--- src/rtl/gray_arb_pkg.sv ---
// Shared types for the two-requester Gray-conversion arbiter.
// The round-robin feature is enabled by the GRAY_ARB_RR_EN macro (see gray_conv_arbiter).
package gray_arb_pkg;

    localparam int WIDTH_DEF = 4;

    typedef logic req_id_t;

    typedef enum logic {
        EMPTY = 1'b0,
        FULL  = 1'b1
    } out_state_t;

endpackage

--- src/rtl/gray_enc.sv ---
// Combinational binary-to-Gray encoder: each bit XORs with its upper neighbour,
// the MSB passes through (shifting in a zero covers the MSB and the WIDTH=1 case).
module gray_enc #(
    parameter int WIDTH = 4
) (
    input  logic [WIDTH-1:0] i_bin,
    output logic [WIDTH-1:0] o_gray
);

    always_comb begin
        o_gray = i_bin ^ (i_bin >> 1);
    end

endmodule

--- src/rtl/gray_conv_arbiter.sv ---
// Two requesters share one binary-to-Gray encoder; the registered result carries the winner's ID.
// Define GRAY_ARB_RR_EN for round-robin arbitration; otherwise req0 has fixed priority.
module gray_conv_arbiter
    import gray_arb_pkg::*;
#(
    parameter int WIDTH = WIDTH_DEF
) (
    input  logic             clk,
    input  logic             rst,
    input  logic             req0_valid,
    input  logic [WIDTH-1:0] req0_bin,
    output logic             req0_ready,
    input  logic             req1_valid,
    input  logic [WIDTH-1:0] req1_bin,
    output logic             req1_ready,
    output logic             out_valid,
    input  logic             out_ready,
    output logic [WIDTH-1:0] out_gray,
    output logic             out_id
);

    // Handshake: a word moves on any cycle where valid and ready are both high;
    // a requester must hold valid and data stable until it sees ready.

    out_state_t       r_state;
    out_state_t       w_state_nxt;
    logic [WIDTH-1:0] r_gray;
    req_id_t          r_id;

    logic             w_can_accept;
    logic             w_grant0;
    logic             w_grant1;
    logic             w_accept;
    req_id_t          w_sel_id;
    logic [WIDTH-1:0] w_sel_bin;
    logic [WIDTH-1:0] w_sel_gray;

`ifdef GRAY_ARB_RR_EN
    req_id_t r_last_grant;

    // On contention the requester that did not win last time goes first.
    always_comb begin
        w_grant0 = req0_valid & (~req1_valid | (r_last_grant == 1'b1));
        w_grant1 = req1_valid & (~req0_valid | (r_last_grant == 1'b0));
    end

    always_ff @(posedge clk) begin
        if (rst) begin
            r_last_grant <= 1'b1;
        end else if (w_accept) begin
            r_last_grant <= w_sel_id;
        end
    end
`else
    always_comb begin
        w_grant0 = req0_valid;
        w_grant1 = req1_valid & ~req0_valid;
    end
`endif

    always_comb begin
        w_can_accept = (r_state == EMPTY) | out_ready;
        req0_ready   = w_grant0 & w_can_accept & ~rst;
        req1_ready   = w_grant1 & w_can_accept & ~rst;
        w_accept     = req0_ready | req1_ready;
        w_sel_id     = w_grant1;
        w_sel_bin    = w_grant1 ? req1_bin : req0_bin;
    end

    gray_enc #(
        .WIDTH (WIDTH)
    ) u_enc (
        .i_bin  (w_sel_bin),
        .o_gray (w_sel_gray)
    );

    always_comb begin
        w_state_nxt = r_state;
        case (r_state)
            EMPTY: if (w_accept) w_state_nxt = FULL;
            FULL: begin
                if (w_accept) begin
                    w_state_nxt = FULL;
                end else if (out_ready) begin
                    w_state_nxt = EMPTY;
                end
            end
            default: w_state_nxt = EMPTY;
        endcase
    end

    always_ff @(posedge clk) begin
        if (rst) begin
            r_state <= EMPTY;
            r_gray  <= '0;
            r_id    <= 1'b0;
        end else begin
            r_state <= w_state_nxt;
            if (w_accept) begin
                r_gray <= w_sel_gray;
                r_id   <= w_sel_id;
            end
        end
    end

    always_comb begin
        out_valid = (r_state == FULL);
        out_gray  = r_gray;
        out_id    = r_id;
    end

endmodule

--- config.mk ---
export PLATFORM = sky130hd
export DESIGN_NAME = gray_conv_arbiter
export DESIGN_NICKNAME = d
export VERILOG_FILES = /design/src/rtl/gray_arb_pkg.sv /design/src/rtl/gray_enc.sv /design/src/rtl/gray_conv_arbiter.sv
export SDC_FILE = /design/constraint.sdc
export NUM_CORES = 1
export LEC_CHECK = 0
export CAP_MARGIN = 20
export CORE_AREA = 2 2 39 41
export CTS_CLUSTER_DIAMETER = 40
export DETAILED_ROUTE_END_ITERATION = 10
export DIE_AREA = 0 0 41 43
export PLACE_DENSITY = 0.62
export SYNTH_ARGS = -nofsm -noshare
export SYNTH_HDL_FRONTEND = slang
export SYNTH_HIERARCHICAL = 1
export SYNTH_SLANG_ARGS = --single-unit
--- constraint.sdc ---
create_clock -name clk -period 0.95 [get_ports clk]
set_input_delay 0.095 -clock clk [delete_from_list [all_inputs] [get_ports clk]]
set_output_delay 0.095 -clock clk [all_outputs]
set_load 0.05 [all_outputs]
* Word level (Yosys, flattened, before mapping)
Index checks and enable logic that the tools add are counted.
Cells by class: bitwise logic cells 11, multiplexer cells 5
Operator list (number):
- AND 1 bit | 5
- two-way mux 4 bit | 1
- bitwise XOR 4 x 3 -> 4 bit | 1
- two-way mux 1 bit | 3
- NOT 1 bit | 3
- bitwise OR 1 bit | 2
- one-hot mux 1 bit (2 select lines) | 1
Word-level totals: flip-flop bits (word level) 6, word-level logic and storage cells 19

* Logic depth before layout (Yosys ltp)
Gate-level depths: netlist (run 1).
depth in word-level cells 7, gate-level depth with buffers 5, mapped depth without buffers 5

* Modules after synthesis
Netlist (run 1), hierarchy kept.
Modules (own cells, without submodules):
- gray_conv_arbiter | seq. area each 120.1 um2, instances 1, cells an instance 34, area an instance 331.6 um2
- gray_enc | seq. area each 0.0 um2, instances 1, cells an instance 4, area an instance 33.8 um2

* Worst setup path after synthesis (run 1)
Ideal clock, no wire load.
kind register -> output, start reg r_state (netlist: out_valid), end out req1_ready, data required time 855 ps, cell stages (with the launch flop) 3, arrival 1768 ps, setup slack -913 ps, path through dfxtp_1 -> nor2b_1 -> nor3_1
Between the ends: longest elaborated chain between the ends 4
Ends and longest elaborated chain:
- start: declaration | RTL line gray_conv_arbiter.sv:25 | out_state_t r_state;
- start signal: assignment | RTL line gray_conv_arbiter.sv:98 | r_state <= w_state_nxt;
- NOT 1 bit
- bitwise OR 1 bit | RTL line gray_conv_arbiter.sv:62 | w_can_accept = (r_state == EMPTY) | out_ready;
- AND 1 bit (2 in a row) | RTL line gray_conv_arbiter.sv:64 | req1_ready = w_grant1 & w_can_accept & ~rst;
- end: declaration | RTL line gray_conv_arbiter.sv:15 | output logic req1_ready,
Every way passes these cells.

* Worst setup path after layout (run 1)
start reg r_state (netlist: out_valid), end out req0_ready
Between the ends: longest elaborated chain between the ends 4
Ends and longest elaborated chain:
- NOT 1 bit
- bitwise OR 1 bit | RTL line gray_conv_arbiter.sv:62
- AND 1 bit (2 in a row) | RTL line gray_conv_arbiter.sv:63 | req0_ready = w_grant0 & w_can_accept & ~rst;
- end: declaration | RTL line gray_conv_arbiter.sv:12 | output logic req0_ready,
Every way passes these cells.

==> impl_metrics.csv, run 1 <==
group,metric,value,unit
clock_tree,clk_path_buf_depth,2,
flow_run,maxCapViolations,0,
yosys,synth_mux_area_frac,0.164,
critical_path,cp_slowest_stage_delay,0.34,ns
critical_path,cp_num_buf_inv,1,
routing,vias,402,
grt,grt_usage,0.142,
worst_hold_path,hold_end,"out_id",
worst_hold_path,whs_path_depth,3,
routing,drtIter0Drc,6,
floorplan,start_util,0.264,
yosys,synth_adder_area_share,0,
critical_path,worstReg2RegEnd,"out_gray[3]",
yosys,synth_edf_count,0,
sta,finalCritPeriodShare,1.20,
critical_path,cp_slowest_cell,"dfxtp_4",
finish,antenna_cells,0,
yosys,avgSynthCellArea,9.61,um2
sta,fin_skew,0.00863,ns
floorplan,die-area,0.00176,mm2
yosys,yosys.area_share.simple,0.240,
yosys,yosys.area.top_type,"dfxtp_1",
sta,grt_setup_unrepaired,"true",
finish,nNetsFinal,84,
clock_tree,clk_latency,0.25,ns
floorplan,core_area,0.00138,mm2
pwr,power.density,1220,mW/mm2
yosys,postSynthCellCount,38,
yosys,synth_warnings,6,
outcome,outcome,"finished, violations left",
sta,hold_viol,0,
placement,dp_hpwl,730,um
critical_path,reg2regPathDepth,4,
routing,drt-total-wl,898,um
yosys,synth_area_leaders,"dfxtp_1, mux2_4, o211ai_1",
yosys,yosysTopAreaCellShare,0.329,
worst_hold_path,hold_path_class,"in -> reg",
critical_path,cp_data_arrival_time,1.05,ns
critical_path,cp.required,0.85,ns
critical_path,startpoint,"out_valid",
yosys,ys_types,17,
placement,dp.cells,80,
sta,setup_tns,-0.395,ns
yosys,ys_ff_latch,6,
critical_path,startpoint_type,"flop",
sta,period_needed,1.14,ns
yosys,synthesis.nets,51,
floorplan,die_h,43,um
clock_tree,clock_sinks,6,
finish,instances_no_fill,86,
finish,final_area,802,um2
clock_tree,htreeDepth,1,
pwr,vdd_ir_drop_max,0.000454,V
critical_path,critPathTopFamily,"flip-flops",
critical_path,worst-setup-path-type,"reg -> out",
critical_path,r2r_start,"out_valid",
sta,setup_ws,-0.192,ns
routing,ant_nets,0,
yosys,synthXorXnorAreaFrac,0.0719,
routing,dr.pass1.iters,2,
yosys,synth_compound_area_frac,0.144,
critical_path,end_kind,"output port",
yosys,synth_common_cells,"dfxtp_1, mux2_4, nand2_1, nand4_1, o211ai_1",
finish,area_delta_synth_final,120,%
grt,grt_max_degree,9,
yosys,syn_area,365,um2
floorplan,rows,14,
clock_tree,cts.clk_slew.worst_paths,0.05,ns
clock_tree,cts_buffers,3,
placement,gp_congestion,0.752,
placement,io_buffers,20,
pwr,power_leakage,0.360,nW
finish,utilization,0.580,
worst_hold_path,hold_start,"req0_valid",
critical_path,reg2reg_slack,0,ns
yosys,synth-seq-area-share,0.329,
grt,gr-total-overflow,0,
yosys,synth_top_family_by_area,"simple AND/OR/NAND/NOR gates",
sta,maxClockFrequency,0.876,GHz
floorplan,num_io_pins,21,
grt,grt_pass1_vias,400,
critical_path,crit_fanout,3,
grt,grt_pass1_wl,1600,um
outcome,violations,"negative setup slack",
clock_tree,cts_tree,"built",
critical_path,path_cells,"nand2b_1, and3_4, buf_12",
sta,slew_violations,0,
sta,setup_viol,5,
sta,tightest_slew,0.255,ns
floorplan,die_w,41,um
placement,placed_area,754,um2
routing,via_per_inst,4.67,
routing,post_drt_wl_per_cell,10.4,um
yosys,synth_flop_cell,"dfxtp_1",
finish,drive_gt1_frac,0.500,
grt,antenna_found_initial,0,
clock_tree,ctsHoldBuffers,0,
yosys,async_reset_ff_frac,0,
clock_tree,root_buffer,"clkbuf_4",
sta,slew_headroom,0.830,
yosys,synthMostInstantiatedCell,"dfxtp_1",
routing,drc,0,
-- worst max path at each step --
stage | end | slack, ns | cells after the start
after floorplan | req1_ready | -0.1 | 2
after global placement | out_gray[1] | -0.51 | 6
after detailed placement | out_gray[0] | -0.52 | 6
after CTS | req1_ready | -0.25 | 3
after global routing | req0_ready | -0.24 | 3
final | req0_ready | -0.19 | 3
-- flip-flops by register name (all words and copies together) (netlist names) --
name / flops
out_id: 1
out_gray: 4
out_valid: 1
-- cells in the final DEF, fill, tap and decap left out --
master           Yosys  routed
mux2_4               4       4
clkdlybuf4s15_1      0       1
nor2b_4              0       1
o211ai_1             4       4
dlygate4sd2_1        0       2
nor3_4               0       1
buf_4                2       7
and3_4               0       1
clkdlybuf4s50_1      0       8
clkdlybuf4s15_2      0       1
clkbuf_1             0       1
dfxtp_1              6       5
a211oi_2             1       1
inv_2                1       1
clkbuf_4             0       3
a21oi_2              0       1
nor2_1               1       1
nand2_1              4       4
a21oi_1              2       1
dfxtp_4              0       1
or2_2                1       1
buf_6                0       2
buf_12               0       9
nand2b_1             1       1
nand4_1              4       4
xor2_1               3       3
nand2b_4             1       1
-- what timing repair did --
item / CTS / global route
setup buffers: 2 / 0
pin swaps: 9 / 3
resized for setup: 9 / 0
endpoints found under the setup margin: 7 / 8
-- tightest hold or removal path, stage by stage --
cell             delay (ns)
clkdlybuf4s15_2        0.18
buf_4                  0.12
a211oi_2               0.06
-- routing by layer --
layer / vias to the layer above / GRT usage / routed length (um)
met5: - / 0 / 0
met3: 5 / 0.0314 / 49
li1: 202 / - / -
met4: 0 / 0.140 / 41
met1: 176 / 0.158 / 361
met2: 19 / 0.203 / 446
-- cells by family (layout without fill, tap and decap cells) --
logic type,count (synthesis),after routing
buffers and inverters,3,35
and+or+nand+nor,15,15
xor gates and xnor gates,3,3
DFF,6,6
muxes,4,4
AOI/OAI and AO/OA,7,7
-- report_power, final --
group / switching, mW / internal [mW] / leakage, nW
registers: 0.0237 / 0.276 / 0.0502
logic: 0.186 / 0.231 / 0.294
clock network: 0.103 / 0.160 / 0.0150
-- through the flow --
stage                     hold slack, ns  worst slack [ns]  total power [mW]
final                              0.248            -0.192             0.980
after CTS                          0.252            -0.247             0.985
after global routing               0.257            -0.242              1.03
after global placement             0.515            -0.511             0.712
after detailed placement           0.520            -0.523             0.718
after floorplan                    0.154           -0.0980             0.497
-- area by class of cell --
class,instances,area (um2)
Clock buffer,4,26.3
Timing Repair Buffer,30,374
Fill cell,111,582
Multi-Input combinational cell,29,254
Tap cell,16,20.0
Inverter,1,3.75
Sequential cell,6,124
Power figures use the tool's default switching activity.
==> run 2, diff against run 1 <==
--- a/config.mk
+++ b/config.mk
@@ -5,12 +5,14 @@
 export SDC_FILE = /design/constraint.sdc
 export NUM_CORES = 1
 export LEC_CHECK = 0
+export ABC_AREA = 1
 export CAP_MARGIN = 20
 export CORE_AREA = 2 2 39 41
 export CTS_CLUSTER_DIAMETER = 40
 export DETAILED_ROUTE_END_ITERATION = 10
 export DIE_AREA = 0 0 41 43
-export PLACE_DENSITY = 0.62
+export GPL_TIMING_DRIVEN = 0
+export PLACE_DENSITY = 0.67
 export SYNTH_ARGS = -nofsm -noshare
 export SYNTH_HDL_FRONTEND = slang
 export SYNTH_HIERARCHICAL = 1
==> impl_metrics.csv, run 2 <==
group,metric,value,unit
critical_path,cp.required,0.85,ns
yosys,syn_area,417,um2
floorplan,start_util,0.301,
flow_run,maxCapViolations,0,
worst_hold_path,hold_start,"req0_valid",
sta,setup_ws,-0.135,ns
yosys,ys_types,15,
yosys,synth_warnings,6,
sta,period_needed,1.08,ns
yosys,synthesis.nets,80,
sta,finalCritPeriodShare,1.14,
critical_path,crit_fanout,4,
routing,drtIter0Drc,2,
placement,dp_slack,-1.06,ns
worst_hold_path,hold_path_class,"in -> reg",
critical_path,cp_data_arrival_time,0.99,ns
clock_tree,clock_sinks,6,
floorplan,die-area,0.00176,mm2
outcome,violations,"negative setup slack",
floorplan,num_io_pins,21,
clock_tree,ctsHoldBuffers,0,
yosys,yosysTopAreaCellShare,0.288,
floorplan,die_w,41,um
yosys,synth_flop_cell,"dfxtp_1",
routing,dr.pass1.iters,2,
finish,mostFrequentLayoutCells,"nand2_1, inv_1, clkdlybuf4s50_1, nor2_2, buf_4",
sta,slew_violations,0,
finish,antenna_cells,0,
yosys,synth_edf_count,0,
placement,io_buffers,20,
sta,fin_skew,0.00696,ns
sta,tightest_slew,0.255,ns
clock_tree,cts_tree,"built",
yosys,ys_ff_latch,6,
finish,instances_no_fill,113,
grt,antenna_found_initial,0,
critical_path,r2r_start,"out_valid",
sta,setup_viol,8,
pwr,power_leakage,0.384,nW
outcome,outcome,"finished, violations left",
yosys,synth_area_leaders,"dfxtp_1, nand2_1, inv_1",
clock_tree,clk_path_buf_depth,2,
yosys,synth_common_cells,"nand2_1, inv_1, dfxtp_1",
routing,drc,0,
finish,layout_commonest_cell,"nand2_1",
sta,slew_headroom,0.829,
critical_path,startpoint_type,"flop",
grt,grt_pass1_wl,1420,um
grt,grt_usage,0.124,
finish,nNetsFinal,111,
finish,area_delta_synth_final,76.6,%
grt,grt_pass1_vias,392,
floorplan,rows,14,
floorplan,die_h,43,um
routing,vias,479,
grt,grt_max_degree,9,
floorplan,core_area,0.00138,mm2
routing,drt-total-wl,898,um
yosys,synth-seq-area-share,0.288,
critical_path,path_cells,"nand2_4, nand3_4, clkinvlp_4, buf_8",
routing,ant_nets,0,
critical_path,end_kind,"output port",
yosys,yosys.area.top_type,"dfxtp_1",
finish,drive_gt1_frac,0.423,
placement,gp_congestion,0.735,
clock_tree,root_buffer,"clkbuf_4",
yosys,async_reset_ff_frac,0,
placement,dp_hpwl,657,um
critical_path,startpoint,"out_valid",
finish,largest_reg_flops,4,
routing,post_drt_wl_per_cell,7.95,um
sta,setup_tns,-0.580,ns
pwr,vdd_ir_drop_max,0.000481,V
sta,maxClockFrequency,0.922,GHz
critical_path,worst-setup-path-type,"reg -> out",
sta,grt_setup_unrepaired,"true",
sta,hold_viol,0,
routing,via_per_inst,4.24,
critical_path,cp_slowest_cell,"dfxtp_4",
clock_tree,cts_buffers,3,
grt,gr-total-overflow,0,
critical_path,cp_slowest_stage_delay,0.34,ns
placement,dp.cells,103,
clock_tree,htreeDepth,1,
yosys,postSynthCellCount,67,
pwr,power.density,1230,mW/mm2
clock_tree,cts.clk_slew.worst_paths,0.05,ns
clock_tree,clk_latency,0.25,ns
yosys,synthMostInstantiatedCell,"nand2_1",
yosys,avgSynthCellArea,6.22,um2
==> run 2: worst max-delay path, delay by kind of cell (launching register included) <==
family	cells	cell delay [ns]
buf+inv	2	0.21
flops	1	0.34
simple gates	2	0.17
==> run 2: repair_timing <==
| item | CTS | global route |
|---|---|---|
| gates cloned | 0 | 0 |
| pin swaps | 4 | 2 |
| setup endpoints to repair | 12 | 11 |
| resized for setup | 58 | 12 |
| setup buffers | 5 | 1 |
==> run 2: metrics by stage <==
stage | power, mW | util | hold WS [ns] | area [um2]
after detailed placement | 0.626 | 0.478 | 0.459 | 662
after global placement | 0.623 | 0.478 | 0.453 | 662
final | 0.908 | 0.532 | 0.206 | 736
after CTS | 0.908 | 0.514 | 0.227 | 712
after global routing | 0.967 | 0.532 | 0.225 | 736
after floorplan | 0.507 | - | 0.154 | 442
==> run 2: power breakdown <==
group	internal [mW]	total [mW]	leakage, nW	switching (mW)
logic	0.143	0.356	0.318	0.213
registers	0.274	0.284	0.0506	0.0102
clock network	0.160	0.268	0.0150	0.107
==> run 2: logic make-up (layout without fill, tap and decap cells) <==
kind of cell	count (synthesis)	in the layout	share of synthesized area
AOI/OAI and AO/OA	2	2	0.0420
buffers and inverters	15	45	0.156
DFF	6	6	0.288
and+or+nand+nor	44	44	0.514
==> run 2: layer usage <==
layer | vias to the layer above | GRT usage | part of all wire
li1 | 258 | - | -
met1 | 194 | 0.122 | 0.39
met2 | 22 | 0.194 | 0.50
met3 | 5 | 0.0314 | 0.066
met4 | 0 | 0.120 | 0.039
met5 | - | 0 | 0
==> run 2: layout make-up <==
type,instances,area (um2)
buffer,1,7.51
clock buffer,4,26.3
fill,141,648
inverter,14,65.1
multi-input combinational,46,264
sequential,6,125
tap,16,20.0
timing repair buffer,26,228
==> run 2: worst paths after layout <==
path / to / slack [ns] / depth (start not counted)
max: req1_ready / -0.13 / 4
max reg2reg: out_gray[2] / -0.08 / 6
min: out_id / 0.21 / 4
min reg2reg: out_id / 0.46 / 2
==> run 3, diff against run 2 <==
--- a/config.mk
+++ b/config.mk
@@ -6,7 +6,6 @@
 export NUM_CORES = 1
 export LEC_CHECK = 0
 export ABC_AREA = 1
-export CAP_MARGIN = 20
 export CORE_AREA = 2 2 39 41
 export CTS_CLUSTER_DIAMETER = 40
 export DETAILED_ROUTE_END_ITERATION = 10
==> results of run 3 <==
The final DEF is identical to that of run 2; final timing and power are the same.
